File: src/rtl/mem_arb_pkg.sv
// Shared types and constants for the IF/D memory arbiter.
package mem_arb_pkg;

  localparam int unsigned MEM_AW = 64;
  localparam int unsigned MEM_DW = 64;

  typedef enum logic [1:0] {
    ST_IDLE = 2'd0,
    ST_REQ  = 2'd1,
    ST_RESP = 2'd2
  } arb_state_e;

  typedef enum logic {
    OWN_IF = 1'b0,
    OWN_D  = 1'b1
  } arb_owner_e;

  localparam logic [7:0] FETCH_BE = 8'hFF;

  // Select the 32-bit instruction half of a 64-bit memory word.
  function automatic logic [31:0] fetch_half(input logic upper, input logic [63:0] word);
    return upper ? word[63:32] : word[31:0];
  endfunction

endpackage

File: src/rtl/mem_arbiter_if.sv
// Bus bundle between the core's fetch/data ports, the arbiter and the memory.
// slave: arbiter view. master: core + memory view (testbench side).
interface mem_arbiter_if #(
  parameter int AW = 64,
  parameter int DW = 64
);
  logic            if_req_i;
  logic [AW-1:0]   if_addr_i;
  logic            if_gnt_o;
  logic            if_rvalid_o;
  logic [DW/2-1:0] if_rdata_o;

  logic            d_req_i;
  logic            d_we_i;
  logic [7:0]      d_be_i;
  logic [AW-1:0]   d_addr_i;
  logic [DW-1:0]   d_wdata_i;
  logic            d_gnt_o;
  logic            d_rvalid_o;
  logic [DW-1:0]   d_rdata_o;

  logic            m_req_o;
  logic            m_we_o;
  logic [7:0]      m_be_o;
  logic [AW-1:0]   m_addr_o;
  logic [DW-1:0]   m_wdata_o;
  logic            m_gnt_i;
  logic            m_rvalid_i;
  logic [DW-1:0]   m_rdata_i;

  modport slave (
    input  if_req_i, if_addr_i, d_req_i, d_we_i, d_be_i, d_addr_i, d_wdata_i,
           m_gnt_i, m_rvalid_i, m_rdata_i,
    output if_gnt_o, if_rvalid_o, if_rdata_o, d_gnt_o, d_rvalid_o, d_rdata_o,
           m_req_o, m_we_o, m_be_o, m_addr_o, m_wdata_o
  );

  modport master (
    output if_req_i, if_addr_i, d_req_i, d_we_i, d_be_i, d_addr_i, d_wdata_i,
           m_gnt_i, m_rvalid_i, m_rdata_i,
    input  if_gnt_o, if_rvalid_o, if_rdata_o, d_gnt_o, d_rvalid_o, d_rdata_o,
           m_req_o, m_we_o, m_be_o, m_addr_o, m_wdata_o
  );
endinterface

File: src/rtl/mem_arb_pick.sv
// Two-way combinational picker between fetch and data requesters.
// Optional feature macro: MEM_ARB_RR_EN (round-robin on simultaneous requests);
// otherwise data always wins over fetch.
module mem_arb_pick
  import mem_arb_pkg::*;
(
  input  logic       if_req_i,
  input  logic       d_req_i,
  input  arb_owner_e last_owner_i,
  output logic       grant_if_o,
  output logic       grant_d_o
);

`ifdef MEM_ARB_RR_EN
  // On a tie the requester that did not own the last transaction wins.
  always_comb begin
    grant_if_o = 1'b0;
    grant_d_o  = 1'b0;
    if (if_req_i && d_req_i) begin
      if (last_owner_i == OWN_D) begin
        grant_if_o = 1'b1;
      end else begin
        grant_d_o = 1'b1;
      end
    end else begin
      grant_if_o = if_req_i;
      grant_d_o  = d_req_i;
    end
  end
`else
  // History is tracked by the top but plays no part in fixed priority.
  logic unused_last_owner_s;
  assign unused_last_owner_s = last_owner_i;

  // Fixed priority: data beats fetch.
  always_comb begin
    grant_d_o  = d_req_i;
    grant_if_o = if_req_i & ~d_req_i;
  end
`endif

endmodule

File: src/rtl/mem_arbiter.sv
// Shares one single-ported 64-bit memory between instruction fetch and
// load/store data. One outstanding transaction; response routed to owner.
// Optional feature macro: MEM_ARB_RR_EN selects round-robin arbitration.
module mem_arbiter
  import mem_arb_pkg::*;
#(
  parameter int AW = MEM_AW,
  parameter int DW = MEM_DW
) (
  input  logic          clk,
  input  logic          rst,
  mem_arbiter_if.slave  bus
);

  arb_state_e    state_q, state_d;
  arb_owner_e    owner_q, last_owner_q;
  logic          addr2_q;
  logic          m_req_q;
  logic          m_we_q;
  logic [7:0]    m_be_q;
  logic [AW-1:0] m_addr_q;
  logic [DW-1:0] m_wdata_q;

  logic          grant_if_s;
  logic          grant_d_s;
  logic          rsp_s;

  // Fetch address bits [1:0] are always ignored.
  logic unused_addr_s;
  assign unused_addr_s = ^bus.if_addr_i[1:0];

  mem_arb_pick u_pick (
    .if_req_i     (bus.if_req_i),
    .d_req_i      (bus.d_req_i),
    .last_owner_i (last_owner_q),
    .grant_if_o   (grant_if_s),
    .grant_d_o    (grant_d_s)
  );

  // State register.
  always_ff @(posedge clk) begin
    if (rst) begin
      state_q <= ST_IDLE;
    end else begin
      state_q <= state_d;
    end
  end

  // Next-state: grant in IDLE, wait for memory accept, then for the response.
  always_comb begin
    state_d = state_q;
    case (state_q)
      ST_IDLE: begin
        if (grant_if_s || grant_d_s) begin
          state_d = ST_REQ;
        end else begin
          state_d = ST_IDLE;
        end
      end
      ST_REQ: begin
        if (bus.m_gnt_i) begin
          state_d = ST_RESP;
        end else begin
          state_d = ST_REQ;
        end
      end
      ST_RESP: begin
        if (bus.m_rvalid_i) begin
          state_d = ST_IDLE;
        end else begin
          state_d = ST_RESP;
        end
      end
      default: state_d = ST_IDLE;
    endcase
  end

  // Command/ownership registers: latch the winner's command at grant time.
  always_ff @(posedge clk) begin
    if (rst) begin
      owner_q      <= OWN_IF;
      last_owner_q <= OWN_IF;
      addr2_q      <= 1'b0;
      m_req_q      <= 1'b0;
      m_we_q       <= 1'b0;
      m_be_q       <= 8'h00;
      m_addr_q     <= '0;
      m_wdata_q    <= '0;
    end else if (state_q == ST_IDLE && grant_d_s) begin
      owner_q   <= OWN_D;
      m_req_q   <= 1'b1;
      m_we_q    <= bus.d_we_i;
      m_be_q    <= bus.d_be_i;
      m_addr_q  <= bus.d_addr_i;
      m_wdata_q <= bus.d_wdata_i;
    end else if (state_q == ST_IDLE && grant_if_s) begin
      owner_q   <= OWN_IF;
      addr2_q   <= bus.if_addr_i[2];
      m_req_q   <= 1'b1;
      m_we_q    <= 1'b0;
      m_be_q    <= FETCH_BE;
      m_addr_q  <= {bus.if_addr_i[AW-1:3], 3'b000};
      m_wdata_q <= '0;
    end else if (state_q == ST_REQ && bus.m_gnt_i) begin
      m_req_q <= 1'b0;
    end else if (state_q == ST_RESP && bus.m_rvalid_i) begin
      last_owner_q <= owner_q;
    end else begin
      m_req_q <= m_req_q;
    end
  end

  // Outputs: grants only in IDLE, responses only in RESP, both muted in reset.
  always_comb begin
    bus.if_gnt_o    = 1'b0;
    bus.d_gnt_o     = 1'b0;
    bus.if_rvalid_o = 1'b0;
    bus.d_rvalid_o  = 1'b0;
    bus.if_rdata_o  = '0;
    bus.d_rdata_o   = '0;
    rsp_s           = (state_q == ST_RESP) && bus.m_rvalid_i && !rst;
    if (state_q == ST_IDLE && !rst) begin
      bus.if_gnt_o = grant_if_s;
      bus.d_gnt_o  = grant_d_s;
    end else begin
      bus.if_gnt_o = 1'b0;
      bus.d_gnt_o  = 1'b0;
    end
    if (rsp_s && owner_q == OWN_IF) begin
      bus.if_rvalid_o = 1'b1;
      bus.if_rdata_o  = fetch_half(addr2_q, bus.m_rdata_i);
    end else if (rsp_s && owner_q == OWN_D) begin
      bus.d_rvalid_o = 1'b1;
      bus.d_rdata_o  = bus.m_rdata_i;
    end else begin
      bus.if_rvalid_o = 1'b0;
      bus.d_rvalid_o  = 1'b0;
    end
  end

  assign bus.m_req_o   = m_req_q;
  assign bus.m_we_o    = m_we_q;
  assign bus.m_be_o    = m_be_q;
  assign bus.m_addr_o  = m_addr_q;
  assign bus.m_wdata_o = m_wdata_q;

endmodule
File: src/flat_wrapper.sv
// flat-port wrapper written by rule: the top's interface ports become plain ports
module mem_arbiter_flat import mem_arb_pkg::*;
#(
  parameter int AW = MEM_AW,
  parameter int DW = MEM_DW
)
  (clk, rst, bus_if_req_i, bus_if_addr_i, bus_d_req_i, bus_d_we_i, bus_d_be_i, bus_d_addr_i, bus_d_wdata_i, bus_m_gnt_i, bus_m_rvalid_i, bus_m_rdata_i, bus_if_gnt_o, bus_if_rvalid_o, bus_if_rdata_o, bus_d_gnt_o, bus_d_rvalid_o, bus_d_rdata_o, bus_m_req_o, bus_m_we_o, bus_m_be_o, bus_m_addr_o, bus_m_wdata_o);
  mem_arbiter_if #(.AW(AW), .DW(DW)) bus_i ();
  input  logic clk;
  input  logic rst;
  input wire logic [$bits(bus_i.if_req_i)-1:0] bus_if_req_i;
  input wire logic [$bits(bus_i.if_addr_i)-1:0] bus_if_addr_i;
  input wire logic [$bits(bus_i.d_req_i)-1:0] bus_d_req_i;
  input wire logic [$bits(bus_i.d_we_i)-1:0] bus_d_we_i;
  input wire logic [$bits(bus_i.d_be_i)-1:0] bus_d_be_i;
  input wire logic [$bits(bus_i.d_addr_i)-1:0] bus_d_addr_i;
  input wire logic [$bits(bus_i.d_wdata_i)-1:0] bus_d_wdata_i;
  input wire logic [$bits(bus_i.m_gnt_i)-1:0] bus_m_gnt_i;
  input wire logic [$bits(bus_i.m_rvalid_i)-1:0] bus_m_rvalid_i;
  input wire logic [$bits(bus_i.m_rdata_i)-1:0] bus_m_rdata_i;
  output wire logic [$bits(bus_i.if_gnt_o)-1:0] bus_if_gnt_o;
  output wire logic [$bits(bus_i.if_rvalid_o)-1:0] bus_if_rvalid_o;
  output wire logic [$bits(bus_i.if_rdata_o)-1:0] bus_if_rdata_o;
  output wire logic [$bits(bus_i.d_gnt_o)-1:0] bus_d_gnt_o;
  output wire logic [$bits(bus_i.d_rvalid_o)-1:0] bus_d_rvalid_o;
  output wire logic [$bits(bus_i.d_rdata_o)-1:0] bus_d_rdata_o;
  output wire logic [$bits(bus_i.m_req_o)-1:0] bus_m_req_o;
  output wire logic [$bits(bus_i.m_we_o)-1:0] bus_m_we_o;
  output wire logic [$bits(bus_i.m_be_o)-1:0] bus_m_be_o;
  output wire logic [$bits(bus_i.m_addr_o)-1:0] bus_m_addr_o;
  output wire logic [$bits(bus_i.m_wdata_o)-1:0] bus_m_wdata_o;
  assign bus_i.if_req_i = bus_if_req_i;
  assign bus_i.if_addr_i = bus_if_addr_i;
  assign bus_i.d_req_i = bus_d_req_i;
  assign bus_i.d_we_i = bus_d_we_i;
  assign bus_i.d_be_i = bus_d_be_i;
  assign bus_i.d_addr_i = bus_d_addr_i;
  assign bus_i.d_wdata_i = bus_d_wdata_i;
  assign bus_i.m_gnt_i = bus_m_gnt_i;
  assign bus_i.m_rvalid_i = bus_m_rvalid_i;
  assign bus_i.m_rdata_i = bus_m_rdata_i;
  assign bus_if_gnt_o = bus_i.if_gnt_o;
  assign bus_if_rvalid_o = bus_i.if_rvalid_o;
  assign bus_if_rdata_o = bus_i.if_rdata_o;
  assign bus_d_gnt_o = bus_i.d_gnt_o;
  assign bus_d_rvalid_o = bus_i.d_rvalid_o;
  assign bus_d_rdata_o = bus_i.d_rdata_o;
  assign bus_m_req_o = bus_i.m_req_o;
  assign bus_m_we_o = bus_i.m_we_o;
  assign bus_m_be_o = bus_i.m_be_o;
  assign bus_m_addr_o = bus_i.m_addr_o;
  assign bus_m_wdata_o = bus_i.m_wdata_o;
  mem_arbiter #(.AW(AW), .DW(DW)) u_core (.clk(clk), .rst(rst), .bus(bus_i));
endmodule
File: config.mk
export PLATFORM = sky130hd
export DESIGN_NAME = mem_arbiter_flat
export DESIGN_NICKNAME = d
export VERILOG_FILES = /design/src/rtl/mem_arb_pkg.sv /design/src/rtl/mem_arbiter_if.sv /design/src/rtl/mem_arb_pick.sv /design/src/rtl/mem_arbiter.sv /design/src/flat_wrapper.sv
export SDC_FILE = /design/constraint.sdc
export NUM_CORES = 1
export LEC_CHECK = 0
export CORE_AREA = 2 2 200 202
export DETAILED_ROUTE_END_ITERATION = 8
export DIE_AREA = 0 0 202 204
export SYNTH_ARGS = -nofsm -noshare
export SYNTH_HDL_FRONTEND = slang
export SYNTH_SLANG_ARGS = --single-unit
File: constraint.sdc
create_clock -name clk -period 2 [get_ports clk]
set_input_delay 0.4 -clock clk [delete_from_list [all_inputs] [get_ports clk]]
set_output_delay 0.4 -clock clk [all_outputs]
set_load 0.02 [all_outputs]
## Word-level counts from Yosys, hierarchy flattened

Cells that the tools add are included.

- Register bits: 142
- Latch bits: 0
- RAM bits: 0
- ROM bits: 0
- Bits of input ports: 271
- Logic and storage cells: 53
- Memories kept: 0

- Add/subtract/negate cells: 0
- Multiply operators: 0
- Div/mod/pow operators: 0
- Order comparisons: 0
- Eq/ne operators: 2
- Shifts and indexed selects: 0
- Mux-type cells: 25
- Bitwise operators: 4
- Reductions and logical operators: 14

Operator list:

| cell | count |
|---|---|
| 2-to-1 mux 64 bit | 6 |
| 2-to-1 mux 32 bit | 2 |
| 2-to-1 mux 8 bit | 2 |
| 2-to-1 mux 1 bit | 12 |
| logical AND 1 bit | 8 |
| case mux 2 bit (3 select lines) | 1 |
| 2-to-1 mux 2 bit | 2 |
| NOT 1 bit | 3 |
| nonzero test 3 bit | 1 |
| equality test 2 x 1 -> 1 bit, second input constant | 1 |
| equality test 2 bit, second input constant | 1 |
| zero test 2 bit | 1 |
| AND reduction 2 bit | 1 |
| nonzero test 2 bit | 1 |
| bitwise AND 1 bit | 1 |
| zero test 1 bit | 1 |
| logical OR 1 bit | 1 |

## Longest topological paths before layout

Gate-level depths: netlist (run 1).

- Depth after elaboration: 6
- Mapped depth: 6

## Modules after synthesis

Synthesis (run 1) repeated with hierarchy kept, for this count alone.

- Cell total of the unflattened synthesis: 631
- Area total of the unflattened synthesis: 6,491.2 µm²

Modules (own cells, without submodules):

| module | instances | cells each | area each (µm²) | seq. area each (µm²) |
|---|---|---|---|---|
| mem_arbiter | 1 | 629 | 6,470.0 | 2,862.7 |
| mem_arb_pick | 1 | 2 | 21.3 | 0.0 |

## Worst setup path after synthesis (run 1)

Ideal clock, no wire load.

- Path type: in2out
- Start point: input port rst
- End point: output port bus_if_rdata_o[22]
- Arrival: 1.537 ns
- Path slack: 0.063 ns
- Stages: 6
- Cell sequence: buf_2 > and4bb_1 > nand2b_1 > clkbuf_1 > clkbuf_1 > nor2_1

- Longest elaborated chain between the ends: 4

RTL lines:

| item | RTL line | text |
|---|---|---|
| start, declared | flat_wrapper.sv:10 | `input logic rst;` |
| zero test 1 bit | mem_arbiter.sv:121 | `rsp_s = (state_q == ST_RESP) && bus.m_rvalid_i && !rst;` |
| logical AND 1 bit | mem_arbiter.sv:121 |  |
| logical AND 1 bit | mem_arbiter.sv:129 | `if (rsp_s && owner_q == OWN_IF) begin` |
| 2-to-1 mux 32 bit | mem_arbiter.sv:129 |  |
| end, declared | flat_wrapper.sv:23 | `output wire logic [$bits(bus_i.if_rdata_o)-1:0] bus_if_rdata_o;` |

No other way between the ends.

## Worst setup path in the final report (run 1)

- Start point: register u_core.state_q[0]
- End point: output port bus_if_rdata_o[10]

- Longest elaborated chain between the ends: 5

RTL lines:

| item | RTL line | text |
|---|---|---|
| start, declared | mem_arbiter.sv:15 | `arb_state_e state_q, state_d;` |
| start signal, assigned | mem_arbiter.sv:45 | `state_q <= state_d;` |
| equality test 2 bit | -- |  |
| logical AND 1 bit | -- |  |
| logical AND 1 bit | mem_arbiter.sv:121 |  |
| logical AND 1 bit | mem_arbiter.sv:129 |  |
| 2-to-1 mux 32 bit | mem_arbiter.sv:129 |  |

No other way between the ends.

==> flow_metrics.py, run 1 <==
metrics = {
    "run_status": {
        "status": "finished, violations left",
        "violations": "negative setup slack",
    },
    "drt": {
        "routed_wl_mm": 29.04,
        "drtPass1Iterations": 5,
        "num_vias": 7067,
        "viasPerCell": 4.194,
        "drtAntennaViolNets": 0,
        "wire_per_inst_um": 17.24,
        "drt_iter0_drc": 303,
        "drc": 0,
    },
    "global_routing": {
        "grt_use_met1_pct": 15.47,
        "grt_pass1_vias": 7065,
        "grt_pass1_wl_mm": 42.03,
        "antenna_found_initial": 1,
        "gr-usage-all-layers_pct": 13.27,
        "gr-usage-met3_pct": 4.321,
        "grt-ovfl-total": 0,
        "grt_max_degree": 69,
        "grt_most_used_layer": "met2",
        "grt_use_met2_pct": 22.85,
    },
    "synth": {
        "yosysSeqAreaShare_pct": 45.38,
        "yosys.area.top_type": "dfxtp_1",
        "async_flop_share_pct": 0,
        "avgSynthCellArea_um2": 9.713,
        "synthTopCellsByCount": "dfxtp_1, mux2i_1, a21oi_1",
        "synth_warnings": 0,
        "synth-edff-count": 0,
        "synth_most_common_cell": "dfxtp_1",
        "synth_nets": 916,
        "netlist.area_leader.share_pct": 45.38,
        "syn_area_mm2": 0.006265,
        "syn_inst": 645,
        "synthTopCellsByArea": "dfxtp_1, mux2i_1, a22o_1",
        "ys_types": 26,
        "ys_seq_elements": 142,
        "synth-main-ff-cell": "dfxtp_1",
    },
    "critical_path": {
        "crit_cells": 6,
        "path_cells": "and4bb_4 > buf_6 > nand2b_4 > buf_12 > nor2_2 > buf_4",
        "critical_path_class": "reg2out",
        "worst_ep_required_time_ns": 1.60,
        "r2r_setup_slack_ns": 0.06,
        "r2r-end": "u_core.bus.m_wdata_o[20]",
        "reg2reg_from": "u_core.state_q[0]",
        "worstSetupEndpointType": "output port",
        "critPathMaxFanout": 17,
        "rr_worst_depth": 8,
        "cp-start-kind": "flip-flop",
        "critPathTopFamily": "simple AND/OR/NAND/NOR gates",
        "crit_buf_inv": 3,
        "cpPeakStageDelay_ns": 0.34,
        "cp_data_arrival_time_ns": 1.79,
        "crit_path_top_delay_cell": "dfxtp_2",
        "crit_start": "u_core.state_q[0]",
    },
    "sta": {
        "fmax_mhz": 456.6,
        "finalSetupViolCount": 99,
        "tns_ns": -12.09,
        "final_hold_viol_count": 0,
        "finalMaxSlewViolations": 0,
        "fin_ws_ns": -0.1899,
        "rsz0062_at_grt": "true",
        "fin_skew_ns": 0.01287,
        "period_needed_ns": 2.190,
        "tightest_slew_ns": 0.5857,
        "timing.slew.headroom_pct": 60.95,
        "timing.final.crit_share_pct": 109.5,
    },
    "final_layout": {
        "regArea_mm2": 0.002846,
        "diodes": 0,
        "fin_area_mm2": 0.01298,
        "fillers": 4009,
        "multi_input_area_mm2": 0.003257,
        "layout.nets": 1418,
        "syn_to_final_growth_pct": 107.1,
        "final_layout_size_suffix_gt1_share_pct": 20.17,
    },
    "clock_network": {
        "cts_tree": "yes",
        "ctsRootBufferMaster": "clkbuf_16",
        "cts_hold_buffers": 0,
        "numCtsBuffers": 17,
        "cts_max_level": 4,
        "cts_buffer_depth": 2,
        "clkSinkCount": 142,
        "clk_pin_slew_ns": 0.06,
        "worstSkewPairLatency_ns": 0.43,
    },
    "place": {
        "portBuffers": 506,
        "place_congestion": 0.8644,
        "postPlaceCellArea_mm2": 0.01204,
        "dp_hpwl_mm": 20.96,
    },
    "pwr": {
        "peakVddDrop_v": 0.0004945,
        "p_leak_uw": 0.005253,
        "cellPowerDensity_mw_per_mm2": 694.4,
    },
    "min_path": {
        "hold_start": "u_core.bus.m_wdata_o[3]",
        "hold_depth": 1,
        "holdPathEnd": "u_core.bus.m_wdata_o[3]",
        "hold_class": "reg2reg",
    },
    "floorplan": {
        "die_x_um": 202,
        "start_util_pct": 15.99,
        "die_h_um": 204,
        "rows": 73,
        "core_mm2": 0.03918,
        "io-pin-count": 509,
        "die_area_mm2": 0.04121,
    },
    "job": {
        "max-cap-violations": 0,
    },
}
## report_power, final
group	switching (uW)	leakage, uW	total, uW	internal (uW)
Combinational	1140	0.00379	2450	1310
Sequential	148	0.00117	3250	3100
Clock	1280	0.000292	3310	2030
Total	2570	0.00525	9010	6450
## registers in the layout, summed over array words and instances, names as in the netlist
register,flops
u_core.bus.m_addr_o,64
u_core.bus.m_req_o,1
u_core.state_q,2
u_core.owner_q,1
u_core.bus.m_we_o,1
u_core.bus.m_wdata_o,64
u_core.bus.m_be_o,8
u_core.addr2_q,1
## how the worst max path moves through the flow
stage                         endpoint  slack, ns
finish              bus_if_rdata_o[10]      -0.19
global route        bus_if_rdata_o[10]      -0.26
CTS                        bus_d_gnt_o      -0.23
detailed placement   bus_d_rdata_o[21]      -0.69
global placement     bus_d_rdata_o[21]      -0.69
floorplan           bus_if_rdata_o[22]       0.06
## metrics by stage
step	hold WS, ns	utilization (%)	total power (uW)	cells	worst slack (ns)
after floorplan	0.5326	-	4319	645	0.06262
after CTS	0.4517	32.77	9137	1684	-0.2254
after global routing	0.4814	33.12	9426	1685	-0.2574
final	0.4701	33.12	9011	1685	-0.1899
after global placement	0.4548	30.73	5703	1639	-0.6881
after detailed placement	0.4534	30.73	5720	1639	-0.6941
## repair_timing
item	CTS	global route
resized for setup	555	38
endpoints found under the setup margin	100	117
pin swaps	7	3
gates cloned	6	0
setup buffers	7	1
## layout by cell type, fill, tap and decap left out, types with 3 or more instances in the layout
cell	count
a211oi_1	61
bufinv_16	3
and3_4	16
dfxtp_2	3
dfxtp_1	139
a21oi_1	74
buf_6	44
clkbuf_16	17
a22o_1	68
nand2_1	3
buf_16	5
mux2i_1	93
and3_1	48
nor2_2	17
nor2_1	21
nor3_1	8
buf_12	10
buf_4	93
clkdlybuf4s50_1	403
clkbuf_1	4
nor2_4	4
## final cells by class
class,instances,area share (%)
clock buffers,23,3.606
clock inverters,9,1.032
inverters,1,0.02892
multi-input cells,427,25.10
flip-flops and latches,142,21.93
well taps,525,5.062
repair buffers,558,43.24
## cells by family after synthesis
group / count (synthesis) / share of synthesized area, %
buffers and inverters: 76 / 5.432
AND/OR/NAND/NOR: 129 / 11.38
AO/OA/AOI/OAI: 205 / 22.95
multiplexers: 93 / 14.86
flip-flops: 142 / 45.38
## per-layer routing
metal	routed length, um	vias up
li1	-	3413
met4	548	2
met1	11860	3313
met5	13	-
met3	2280	32
met2	14340	307
Power figures use the tool's default switching activity.
==> run 2: changes to the inputs <==
--- a/config.mk
+++ b/config.mk
@@ -5,9 +5,13 @@
 export SDC_FILE = /design/constraint.sdc
 export NUM_CORES = 1
 export LEC_CHECK = 0
-export CORE_AREA = 2 2 200 202
+export CELL_PAD_IN_SITES_DETAIL_PLACEMENT = 0
+export CELL_PAD_IN_SITES_GLOBAL_PLACEMENT = 1
+export CORE_AREA = 2 2 201 203
 export DETAILED_ROUTE_END_ITERATION = 8
-export DIE_AREA = 0 0 202 204
+export DIE_AREA = 0 0 203 205
+export MAX_ROUTING_LAYER = met4
+export PLACE_DENSITY_LB_ADDON = 0.1
 export SYNTH_ARGS = -nofsm -noshare
 export SYNTH_HDL_FRONTEND = slang
 export SYNTH_SLANG_ARGS = --single-unit
==> run 2 against run 1 <==
Net effect: cell count up 0.24%; largest power group unchanged; die area up 0.99%; the run still ends with negative setup slack left; critical path type unchanged; largest cell class unchanged; non-clock buffer count up 4.
==> flow_metrics.py, run 2 (same netlist as run 1, synthesis figures left out) <==
metrics = {
    "run_status": {
        "status": "finished, violations left",
        "violations": "negative setup slack",
    },
    "drt": {
        "routed_wl_mm": 32.25,
        "drtPass1Iterations": 4,
        "num_vias": 6998,
        "drtAntennaViolNets": 0,
        "drc": 0,
        "viasPerCell": 4.143,
        "drt_iter0_drc": 243,
        "wire_per_inst_um": 19.10,
    },
    "final_layout": {
        "syn_to_final_growth_pct": 111.8,
        "diodes": 0,
        "layout_common_cells": "clkdlybuf4s50_1, dfxtp_1, mux2i_1",
        "final_layout_size_suffix_gt1_share_pct": 22.16,
        "fin_util_pct": 33.71,
        "mostFrequentLayoutCell": "clkdlybuf4s50_1",
        "layout.nets": 1422,
    },
    "sta": {
        "timing.final.crit_share_pct": 110.0,
        "fmax_mhz": 454.7,
        "final_hold_viol_count": 0,
        "tightest_slew_ns": 0.9634,
        "fin_ws_ns": -0.1993,
        "finalMaxSlewViolations": 0,
        "period_needed_ns": 2.199,
        "timing.slew.headroom_pct": 35.78,
        "rsz0062_at_grt": "true",
        "fin_skew_ns": 0.009624,
        "finalSetupViolCount": 100,
    },
    "critical_path": {
        "crit_path_top_delay_cell": "and4bb_4",
        "cpPeakStageDelay_ns": 0.40,
        "worstSetupEndpointType": "output port",
        "path_cells": "and4bb_4 > buf_12 > nand2b_4 > buf_12 > nor2_1 > buf_4",
        "critical_path_class": "reg2out",
        "rr_worst_depth": 7,
        "cp_data_arrival_time_ns": 1.80,
        "crit_start": "u_core.state_q[0]",
        "reg2reg_from": "u_core.state_q[0]",
        "cp-start-kind": "flip-flop",
        "crit_top_cell": "buf_12",
        "worst_ep_required_time_ns": 1.60,
        "critPathMaxFanout": 29,
    },
    "min_path": {
        "hold_depth": 3,
        "hold_class": "in2reg",
        "hold_start": "bus_d_req_i",
    },
    "place": {
        "portBuffers": 506,
        "place_congestion": 0.8081,
        "place_ws_ns": -0.6887,
        "dp_hpwl_mm": 23.70,
    },
    "floorplan": {
        "start_util_pct": 15.91,
        "die_x_um": 203,
        "rows": 73,
        "die_h_um": 205,
        "die_area_mm2": 0.04162,
        "core_mm2": 0.03937,
        "io-pin-count": 509,
    },
    "clock_network": {
        "numCtsBuffers": 17,
        "cts_max_level": 4,
        "clkSinkCount": 142,
        "worstSkewPairLatency_ns": 0.44,
        "cts_tree": "yes",
        "clk_pin_slew_ns": 0.06,
        "cts_buffer_depth": 2,
        "ctsRootBufferMaster": "clkbuf_16",
    },
    "global_routing": {
        "grt_pass1_wl_mm": 46.33,
        "grt-ovfl-total": 0,
        "grt_max_degree": 78,
        "antenna_found_initial": 0,
        "grt_pass1_vias": 7174,
        "gr-usage-all-layers_pct": 15.34,
    },
    "pwr": {
        "peakVddDrop_v": 0.0005193,
        "cellPowerDensity_mw_per_mm2": 684.4,
        "p_leak_uw": 0.005276,
    },
    "job": {
        "max-cap-violations": 0,
    },
}
==> run 2: cell types whose count changed in the layout (fill, tap and decap cells not counted), moves of 2 or more <==
cell | previous run | this run
nor2_4 | 4 | 7
buf_6 | 44 | 66
clkbuf_1 | 4 | 0
buf_4 | 93 | 70
and3_4 | 16 | 35
clkbuf_8 | 2 | 4
and3_1 | 48 | 29
nor2_2 | 17 | 13
clkinvlp_4 | 1 | 3
buf_12 | 10 | 17
==> run 2: repair_timing <==
action	4_1_cts	5_1_grt
cloned	5	0
endpoints found under the setup margin	100	100
hold buffers	0	0
pin swaps	7	6
buffers inserted	5	3
gates resized for setup	536	72
==> run 2: path summary, 6_finish.rpt <==
check | endpoint | slack [ns]
min reg2reg | u_core.bus.m_req_o | 0.46
min | u_core.addr2_q | 0.32
max reg2reg | u_core.bus.m_wdata_o[3] | 0.25
max | bus_if_rdata_o[20] | -0.20
==> run 2: metrics by stage <==
stage | cells | setup TNS (ns) | hold WS [ns] | power [uW] | instance area, um2
2_1_floorplan | 645 | 0 | 0.5326 | 4319 | 6265
3_3_place_gp | 1644 | -67.84 | 0.4521 | 5826 | 12150
3_5_place_dp | 1644 | -67.68 | 0.4554 | 5809 | 12150
4_1_cts | 1686 | -14.17 | 0.2888 | 9247 | 12950
5_1_grt | 1689 | -21.53 | 0.3159 | 9543 | 13270
6_report | 1689 | -13.95 | 0.3187 | 9082 | 13270
==> run 2: area by class of cell <==
class / count / area [um2]
tap: 525 / 656.9
timing repair buffer: 562 / 5789
sequential: 142 / 2845
clock buffer: 21 / 480.5
fill: 4114 / 26100
multi-input combinational: 427 / 3364
clock inverter: 11 / 131.4
inverter: 1 / 3.754
==> run 2: where the power goes <==
group,switching [uW],total [uW],internal [uW]
registers,138,3240,3100
logic,1170,2530,1360
clock network,1340,3320,1980
total,2640,9080,6440
==> run 2: critical path: cells and delay by family, from the launching register on <==
kind,cells,cell delay (ns)
and+or+nand+nor,3,0.59
buffers and inverters,3,0.44
DFF,1,0.32
==> run 2: layer usage <==
metal  share of wire [%]  vias to the layer above  track usage (%)
met5                   0                        -                -
met4                 1.1                        0            3.858
met3                 9.2                       20            5.997
met2                  52                      291            26.86
met1                  38                     3257            16.17
li1                    -                     3430                -
